File: src/rtl/ccff_chain_loader_if.sv
// ccff_chain_loader_if: config word stream into the loader and readback word stream out of it
interface ccff_chain_loader_if #(
    parameter int WORD_W = 8
);
    logic [WORD_W-1:0] cfg_data;
    logic cfg_valid;
    logic cfg_ready;
    logic [WORD_W-1:0] rb_data;
    logic rb_valid;
    modport master (output cfg_data, cfg_valid, input cfg_ready, rb_data, rb_valid);
    modport slave (input cfg_data, cfg_valid, output cfg_ready, rb_data, rb_valid);
endinterface

File: src/rtl/ccff_chain_loader.sv
// ccff_chain_loader: serialises config words LSB first into a ccff chain and returns the displaced tail bits as words
module ccff_chain_loader #(
    parameter int CHAIN_LEN = 5,
    parameter int WORD_W = 8,
    parameter int CNT_W = $clog2(CHAIN_LEN + 1)
) (
    input  logic prog_clk,
    input  logic prog_reset,
    input  logic start,
    input  logic abort,
    ccff_chain_loader_if.slave cfg,
    output logic ccff_head,
    input  logic ccff_tail,
    output logic shift_en,
    output logic busy,
    output logic done
);
    localparam int WB_W = $clog2(WORD_W + 1);
    localparam int RB_W = WORD_W > 1 ? $clog2(WORD_W) : 1;
    localparam logic [1:0] IDLE = 2'd0;
    localparam logic [1:0] LOAD = 2'd1;
    localparam logic [1:0] DONE = 2'd2;
    logic [1:0] state;
    logic [WORD_W-1:0] sreg;
    logic [WORD_W-1:0] rb_sreg;
    logic [WORD_W-1:0] rb_next;
    logic [WORD_W-1:0] rb_q;
    logic [WB_W-1:0] wbits;
    logic [CNT_W-1:0] bit_cnt;
    logic [RB_W-1:0] rbcnt;
    logic rb_v;
    logic ready;
    logic accept;
    logic last;
    logic rb_fire;
    assign cfg.cfg_ready = ready;
    assign cfg.rb_data = rb_q;
    assign cfg.rb_valid = rb_v;
    // decode outputs from flops; ready also refills on the last bit of a word so words stream without a bubble
    always_comb begin
        busy = state == LOAD;
        done = state == DONE;
        shift_en = busy && wbits != '0;
        ccff_head = sreg[0];
        ready = busy && !abort && (wbits == '0 || (wbits == WB_W'(1) && shift_en));
        accept = cfg.cfg_valid && ready;
        last = shift_en && bit_cnt == CNT_W'(CHAIN_LEN - 1);
        rb_fire = last || rbcnt == RB_W'(WORD_W - 1);
        rb_next = rb_sreg;
        rb_next[rbcnt] = ccff_tail;
    end
    // state machine, word buffer, shifted-bit count and readback packing
    always_ff @(posedge prog_clk) begin
        if (prog_reset) begin
            state <= IDLE;
            sreg <= '0;
            wbits <= '0;
            bit_cnt <= '0;
            rb_sreg <= '0;
            rbcnt <= '0;
            rb_q <= '0;
            rb_v <= 1'b0;
        end else begin
            rb_v <= 1'b0;
            if (abort) begin
                state <= IDLE;
                wbits <= '0;
            end else if (start && state != LOAD) begin
                state <= LOAD;
                bit_cnt <= '0;
                wbits <= '0;
                rb_sreg <= '0;
                rbcnt <= '0;
            end else if (state == LOAD) begin
                if (shift_en) begin
                    sreg <= sreg >> 1;
                    wbits <= wbits - WB_W'(1);
                    bit_cnt <= bit_cnt + CNT_W'(1);
                    rb_sreg <= rb_fire ? '0 : rb_next;
                    rbcnt <= rb_fire ? '0 : rbcnt + RB_W'(1);
                    if (rb_fire) begin
                        rb_q <= rb_next;
                        rb_v <= 1'b1;
                    end
                end
                if (accept) begin
                    sreg <= cfg.cfg_data;
                    wbits <= WB_W'(WORD_W);
                end
                if (last) begin
                    state <= DONE;
                    wbits <= '0;
                end
            end
        end
    end
endmodule

File: src/flat_wrapper.sv
// flat-port wrapper written by rule: the top's interface ports become plain ports
module ccff_chain_loader_flat 
#(
    parameter int CHAIN_LEN = 5,
    parameter int WORD_W = 8,
    parameter int CNT_W = $clog2(CHAIN_LEN + 1)
)
  (prog_clk, prog_reset, start, abort, ccff_head, ccff_tail, shift_en, busy, done, cfg_cfg_data, cfg_cfg_valid, cfg_cfg_ready, cfg_rb_data, cfg_rb_valid);
  ccff_chain_loader_if #(.WORD_W(WORD_W)) cfg_i ();
  input  logic prog_clk;
  input  logic prog_reset;
  input  logic start;
  input  logic abort;
  output logic ccff_head;
  input  logic ccff_tail;
  output logic shift_en;
  output logic busy;
  output logic done;
  input wire logic [$bits(cfg_i.cfg_data)-1:0] cfg_cfg_data;
  input wire logic [$bits(cfg_i.cfg_valid)-1:0] cfg_cfg_valid;
  output wire logic [$bits(cfg_i.cfg_ready)-1:0] cfg_cfg_ready;
  output wire logic [$bits(cfg_i.rb_data)-1:0] cfg_rb_data;
  output wire logic [$bits(cfg_i.rb_valid)-1:0] cfg_rb_valid;
  assign cfg_i.cfg_data = cfg_cfg_data;
  assign cfg_i.cfg_valid = cfg_cfg_valid;
  assign cfg_cfg_ready = cfg_i.cfg_ready;
  assign cfg_rb_data = cfg_i.rb_data;
  assign cfg_rb_valid = cfg_i.rb_valid;
  ccff_chain_loader #(.CHAIN_LEN(CHAIN_LEN), .WORD_W(WORD_W), .CNT_W(CNT_W)) u_core (.prog_clk(prog_clk), .prog_reset(prog_reset), .start(start), .abort(abort), .cfg(cfg_i), .ccff_head(ccff_head), .ccff_tail(ccff_tail), .shift_en(shift_en), .busy(busy), .done(done));
endmodule
File: config.mk
export PLATFORM = sky130hd
export DESIGN_NAME = ccff_chain_loader_flat
export DESIGN_NICKNAME = d
export VERILOG_FILES = /design/src/rtl/ccff_chain_loader_if.sv /design/src/rtl/ccff_chain_loader.sv /design/src/flat_wrapper.sv
export SDC_FILE = /design/constraint.sdc
export NUM_CORES = 1
export LEC_CHECK = 0
export ABC_AREA = 1
export CORE_MARGIN = 8
export CORE_UTILIZATION = 59
export DETAILED_ROUTE_END_ITERATION = 6
export HOLD_SLACK_MARGIN = 0.05
export PLACE_DENSITY = 0.85
export SYNTH_ARGS = -nofsm -noshare
export SYNTH_HDL_FRONTEND = slang
export SYNTH_SLANG_ARGS = --single-unit
File: constraint.sdc
create_clock -name prog_clk -period 3.8 [get_ports prog_clk]
set_input_delay 0.95 -clock prog_clk [delete_from_list [all_inputs] [get_ports prog_clk]]
set_output_delay 0.95 -clock prog_clk [all_outputs]
set_load 0.005 [all_outputs]
Word level (Yosys, flattened, before mapping). Cells that the tools add are included.

Register bits: 37. Input port bits: 14. Output and inout port bits: 14. Logic and storage cells: 74.

$add $sub $neg: 3. Order comparisons: 2. Equality and inequality tests: 6. Mux-type cells: 23. Bitwise operators: 4. Reductions and logical operators: 27.

Operators with widths (count): $mux W8 (6); $mux W3 (7); $mux W4 (3); $bwmux W8 (1); $logic_and A1 B1 Y1 (8); $reduce_bool A2 Y1 (4); $add A3 B1 Y3 const B (2); $eq A3 B3 Y1 const B (2); $reduce_and A2 Y1 (3); $mux W1 (5); $reduce_and A5 Y1 (1); $reduce_or A5 Y1 (1); $eq A4 B1 Y1 const B (1); $logic_not A4 Y1 (1); $lt A3 B4 Y1 const B (1); $not A1 Y1 (4); $reduce_and A4 Y1 (1); $reduce_bool A4 Y1 (1); $sub A4 B1 Y4 const B (1); $demux W1 S3 (1); $ge A3 B1 Y1 const B (1); $reduce_and A3 Y1 (1); $reduce_bool A3 Y1 (1); $reduce_or A3 Y1 (1); other kinds (6) (7).

Longest topological paths before layout. Gate-level depths: netlist of run 1.

Depth in word-level cells: 9. Gate-level depth with buffers: 10. Mapped depth without buffers: 10.

Worst setup path before layout of run 1. No wires, ideal clock.

Path type: input to output. Start: in abort. End: out cfg_cfg_ready. Arrival: 1364 ps. Data required time: 2850 ps. Path slack: 1486 ps. Cell stages on the path: 3. Cell sequence: inv_2 > nand3_1 > nor2_2.

Cells in the longest elaborated chain, start to end: 3.

Ends and longest elaborated chain: start, declared (RTL line flat_wrapper.sv:13) `input logic abort;`; $logic_not A1 Y1 (RTL line ccff_chain_loader.sv:45) `ready = busy && !abort && (wbits == '0 || (wbits == WB_W'(1) && shift_en));`; $logic_and A1 B1 Y1 (2 in a row) (RTL line ccff_chain_loader.sv:45); end, declared (RTL line flat_wrapper.sv:21) `output wire logic [$bits(cfg_i.cfg_ready)-1:0] cfg_cfg_ready;`.

Every way passes these cells.

Worst setup path after layout of run 1. Ends and elaborated chain as after synthesis.

==> results of run 1 <==
-- routing by layer --
layer	vias up	global-route usage (%)	share of wire, %
li1	1041	-	-
met1	848	19.07	45
met2	39	29.24	47
met3	9	3.421	5.7
met4	0	7.463	1.8
met5	-	0	0
-- sequential cells by signal, indices dropped and copies added, names as in the netlist --
register             count
u_core.state             2
u_core.cfg.rb_data       8
u_core.rbcnt             3
u_core.sreg              8
u_core.bit_cnt           3
u_core.cfg.rb_valid      1
u_core.rb_sreg           8
u_core.wbits             4
-- how the worst max path moves through the flow --
stage | from | slack (ns) | endpoint | cells past startpoint
after detailed placement | abort | 0.56 | cfg_cfg_ready | 5
after global placement | abort | 0.59 | cfg_cfg_ready | 5
after floorplan | abort | 1.49 | cfg_cfg_ready | 3
after CTS | abort | 0.56 | cfg_cfg_ready | 5
final | abort | 0.57 | cfg_cfg_ready | 5
after global routing | abort | 0.51 | cfg_cfg_ready | 5
-- report_power, final --
group	leakage [nW]	internal [mW]	switching, mW
Sequential	0.300	0.398	0.00912
Clock	0.0455	0.157	0.133
Combinational	0.767	0.0398	0.0572
Total	1.11	0.595	0.199
-- area by class of cell --
cell class                 instances  area (sq um)  area share, %
clock inverter                     1         30.03          1.227
timing repair buffer              30         292.8          11.96
sequential                        37         740.7          30.27
clock buffer                       7         55.05          2.249
inverter                          42         160.2          6.544
multi-input combinational        220          1111          45.40
tap                               46         57.56          2.352
-- worst reg2reg max path: cells and delay by family (launching register included) --
kind,cells,cell delay [ns]
simple gates,5,0.80
buf+inv,1,0.17
flops,1,0.34
compound gates,1,0.11
fa+ha+maj,1,0.26
-- cells in the final DEF (no fill, tap or decap), types with 2 or more instances in the layout --
master	count
nand2_1	75
nor2_1	38
dfxtp_1	37
inv_1	35
nand3_1	29
a21oi_1	27
clkdlybuf4s50_1	27
o21ai_1	12
nand4_1	9
o21ai_0	9
ha_1	7
inv_2	6
clkbuf_4	5
nand2_4	3
buf_4	3
nor2_2	2
nor2_4	2
-- metrics by stage --
step	utilization, %	instance area [sq um]	power, mW
floorplan	-	2100	0.4830
finish	72.20	2447	0.7947
global placement	69.69	2362	0.5103
detailed placement	69.69	2362	0.5129
global route	72.20	2447	0.8315
CTS	72.20	2447	0.7969
-- synthesized netlist by cell type (2+ instances only) --
cell	count
nor2_2	2
nand2_4	3
dfxtp_1	37
a21oi_1	27
nor2_1	38
nand4_1	9
nand3_1	29
nand2_1	75
inv_2	6
buf_6	6
inv_1	35
ha_1	7
o21ai_1	12
o21ai_0	9
nor2_4	2
clkbuf_1	4
-- cell families (layout without fill, tap and decap cells) --
logic type	Yosys count	after routing	synth area share [%]
AOI/OAI and AO/OA	49	49	12.46
xor gates and xnor gates	1	1	0.4172
adders and majority gates	7	7	4.171
buffers and inverters	53	80	11.80
DFF	37	37	35.28
and+or+nand+nor	163	163	35.88
==> results.cfg, run 1 <==
[floorplanning]
dieArea_sq_um = 5724
die_w_um = 75.66
start_util_pct = 61.94
core_area_sq_um = 3390
die_h_um = 75.66
rows = 21
io_pins = 28

[placement]
place_inst = 375
dp_worst_setup_slack_ns = 0.5647
io_buffer_count = 27
gp_routability_congestion = 0.8878
place_hpwl_um = 3095

[route]
via_per_inst = 5.057
drt-initial-drc-count = 103
remaining_drc_errors = 0
drt_wl_total_um = 4401
via_count = 1937
first_pass_iters = 4
antenna_left = 0
routedWlPerCell_um = 11.49

[worst_setup_path]
crit_path_max_incr_delay_ns = 0.51
worst_setup_path_end_kind = output pin
crit_top_cell = clkdlybuf4s50_1
r2r_start = u_core.wbits[0]$_SDFFE_PP0P_
worstRegToRegCells = 8
required_ns = 2.85
path_class = primary input to output pin
crit_slowest_cell = clkdlybuf4s50_1
r2r_end = u_core.wbits[3]$_SDFFE_PP0P_
timing.critical_path.buf_inv = 3
worstPathArrival_ns = 2.28
cp_cell_sequence = clkdlybuf4s50_1 > inv_2 > nand3_1 > nor2_2 > clkdlybuf4s50_1
crit_fanout = 4
r2r_slack_ns = 2.08
setup.worst_path.start_class = primary input
critPathTopFamily = buffers and inverters

[yosys]
ys_top_cells_by_area = dfxtp_1 35%, nand2_1 13%, nand3_1 6.9%, nor2_1 6.8%, a21oi_1 6.4%
avgSynthCellArea_sq_um = 6.773
synth_top_area_share_pct = 35.28
syn-num-nets = 331
synth_edf_count = 0
synth-seq-cells = 37
syn_area_sq_um = 2100
synthArstFlopShare_pct = 0
synthFlopType = dfxtp_1
yosys_warnings = 0
synth_top_area_cell = dfxtp_1
syn-instance-count = 310
ys_seq_area_share_pct = 35.28
ys_types = 25

[hold_path]
hold_path_end = u_core.sreg[7]$_SDFFE_PP0P_
hold_start = u_core.sreg[7]$_SDFFE_PP0P_
hold_class = register to register
holdPathStages = 2

[cts]
tritoncts = done
cts.clk_slew.worst_paths_ns = 0.11
cts_max_path_buffers = 2
hold_buffers = 0
clockRootBuffer = clkbuf_4
cts_resized = 0
htreeDepth = 2
postCtsSetupBuffers = 0
cts.sinks = 37
clock_latency_ns = 0.35
numCtsBuffers = 5

[grt]
grt_pass1_vias = 1745
antenna_found_initial = 0
overflow = 0
grt_max_degree = 29
track_usage_pct = 16.72
grt_pass1_wl_um = 7383

[power]
power.leakage_nw = 1.113
ir_worst_vdd_mv = 0.2460
power.density_nw_per_um2 = 324.7

[timing]
worstMarginPinSlew_ns = 0.4493
final-hold-violation-count = 0
fin_ws_ns = 0.5688
fmax_ghz = 0.3095
final_period_minus_worst_setup_slack_ns = 3.231
hold_slack_ns = 0.4685
relSlewSlack_pct = 69.95
fin_crit_sh_pct = 85.03
rsz0062_at_grt = false
fin_tns_setup_ns = 0
setup_viol = 0
slew_viol_final = 0
clock_skew_ns = 0.008456

[finish]
area_growth_pct = 16.57
diodes = 0
layout.nets = 357
stdcell_count = 383
nFillCells = 280
drive_above_1_share_pct = 8.605

[status]
outcome = complete, no violations

[run]
maxCapViolations = 0
Note: power is estimated with default switching activity, not from simulation.
==> run 2, diff against run 1 <==
--- a/config.mk
+++ b/config.mk
@@ -11,6 +11,7 @@
 export DETAILED_ROUTE_END_ITERATION = 6
 export HOLD_SLACK_MARGIN = 0.05
 export PLACE_DENSITY = 0.85
+export SLEW_MARGIN = 0
 export SYNTH_ARGS = -nofsm -noshare
 export SYNTH_HDL_FRONTEND = slang
 export SYNTH_SLANG_ARGS = --single-unit
==> results of run 2 <==
No change in the layout: final DEF, timing and power equal those of run 1.
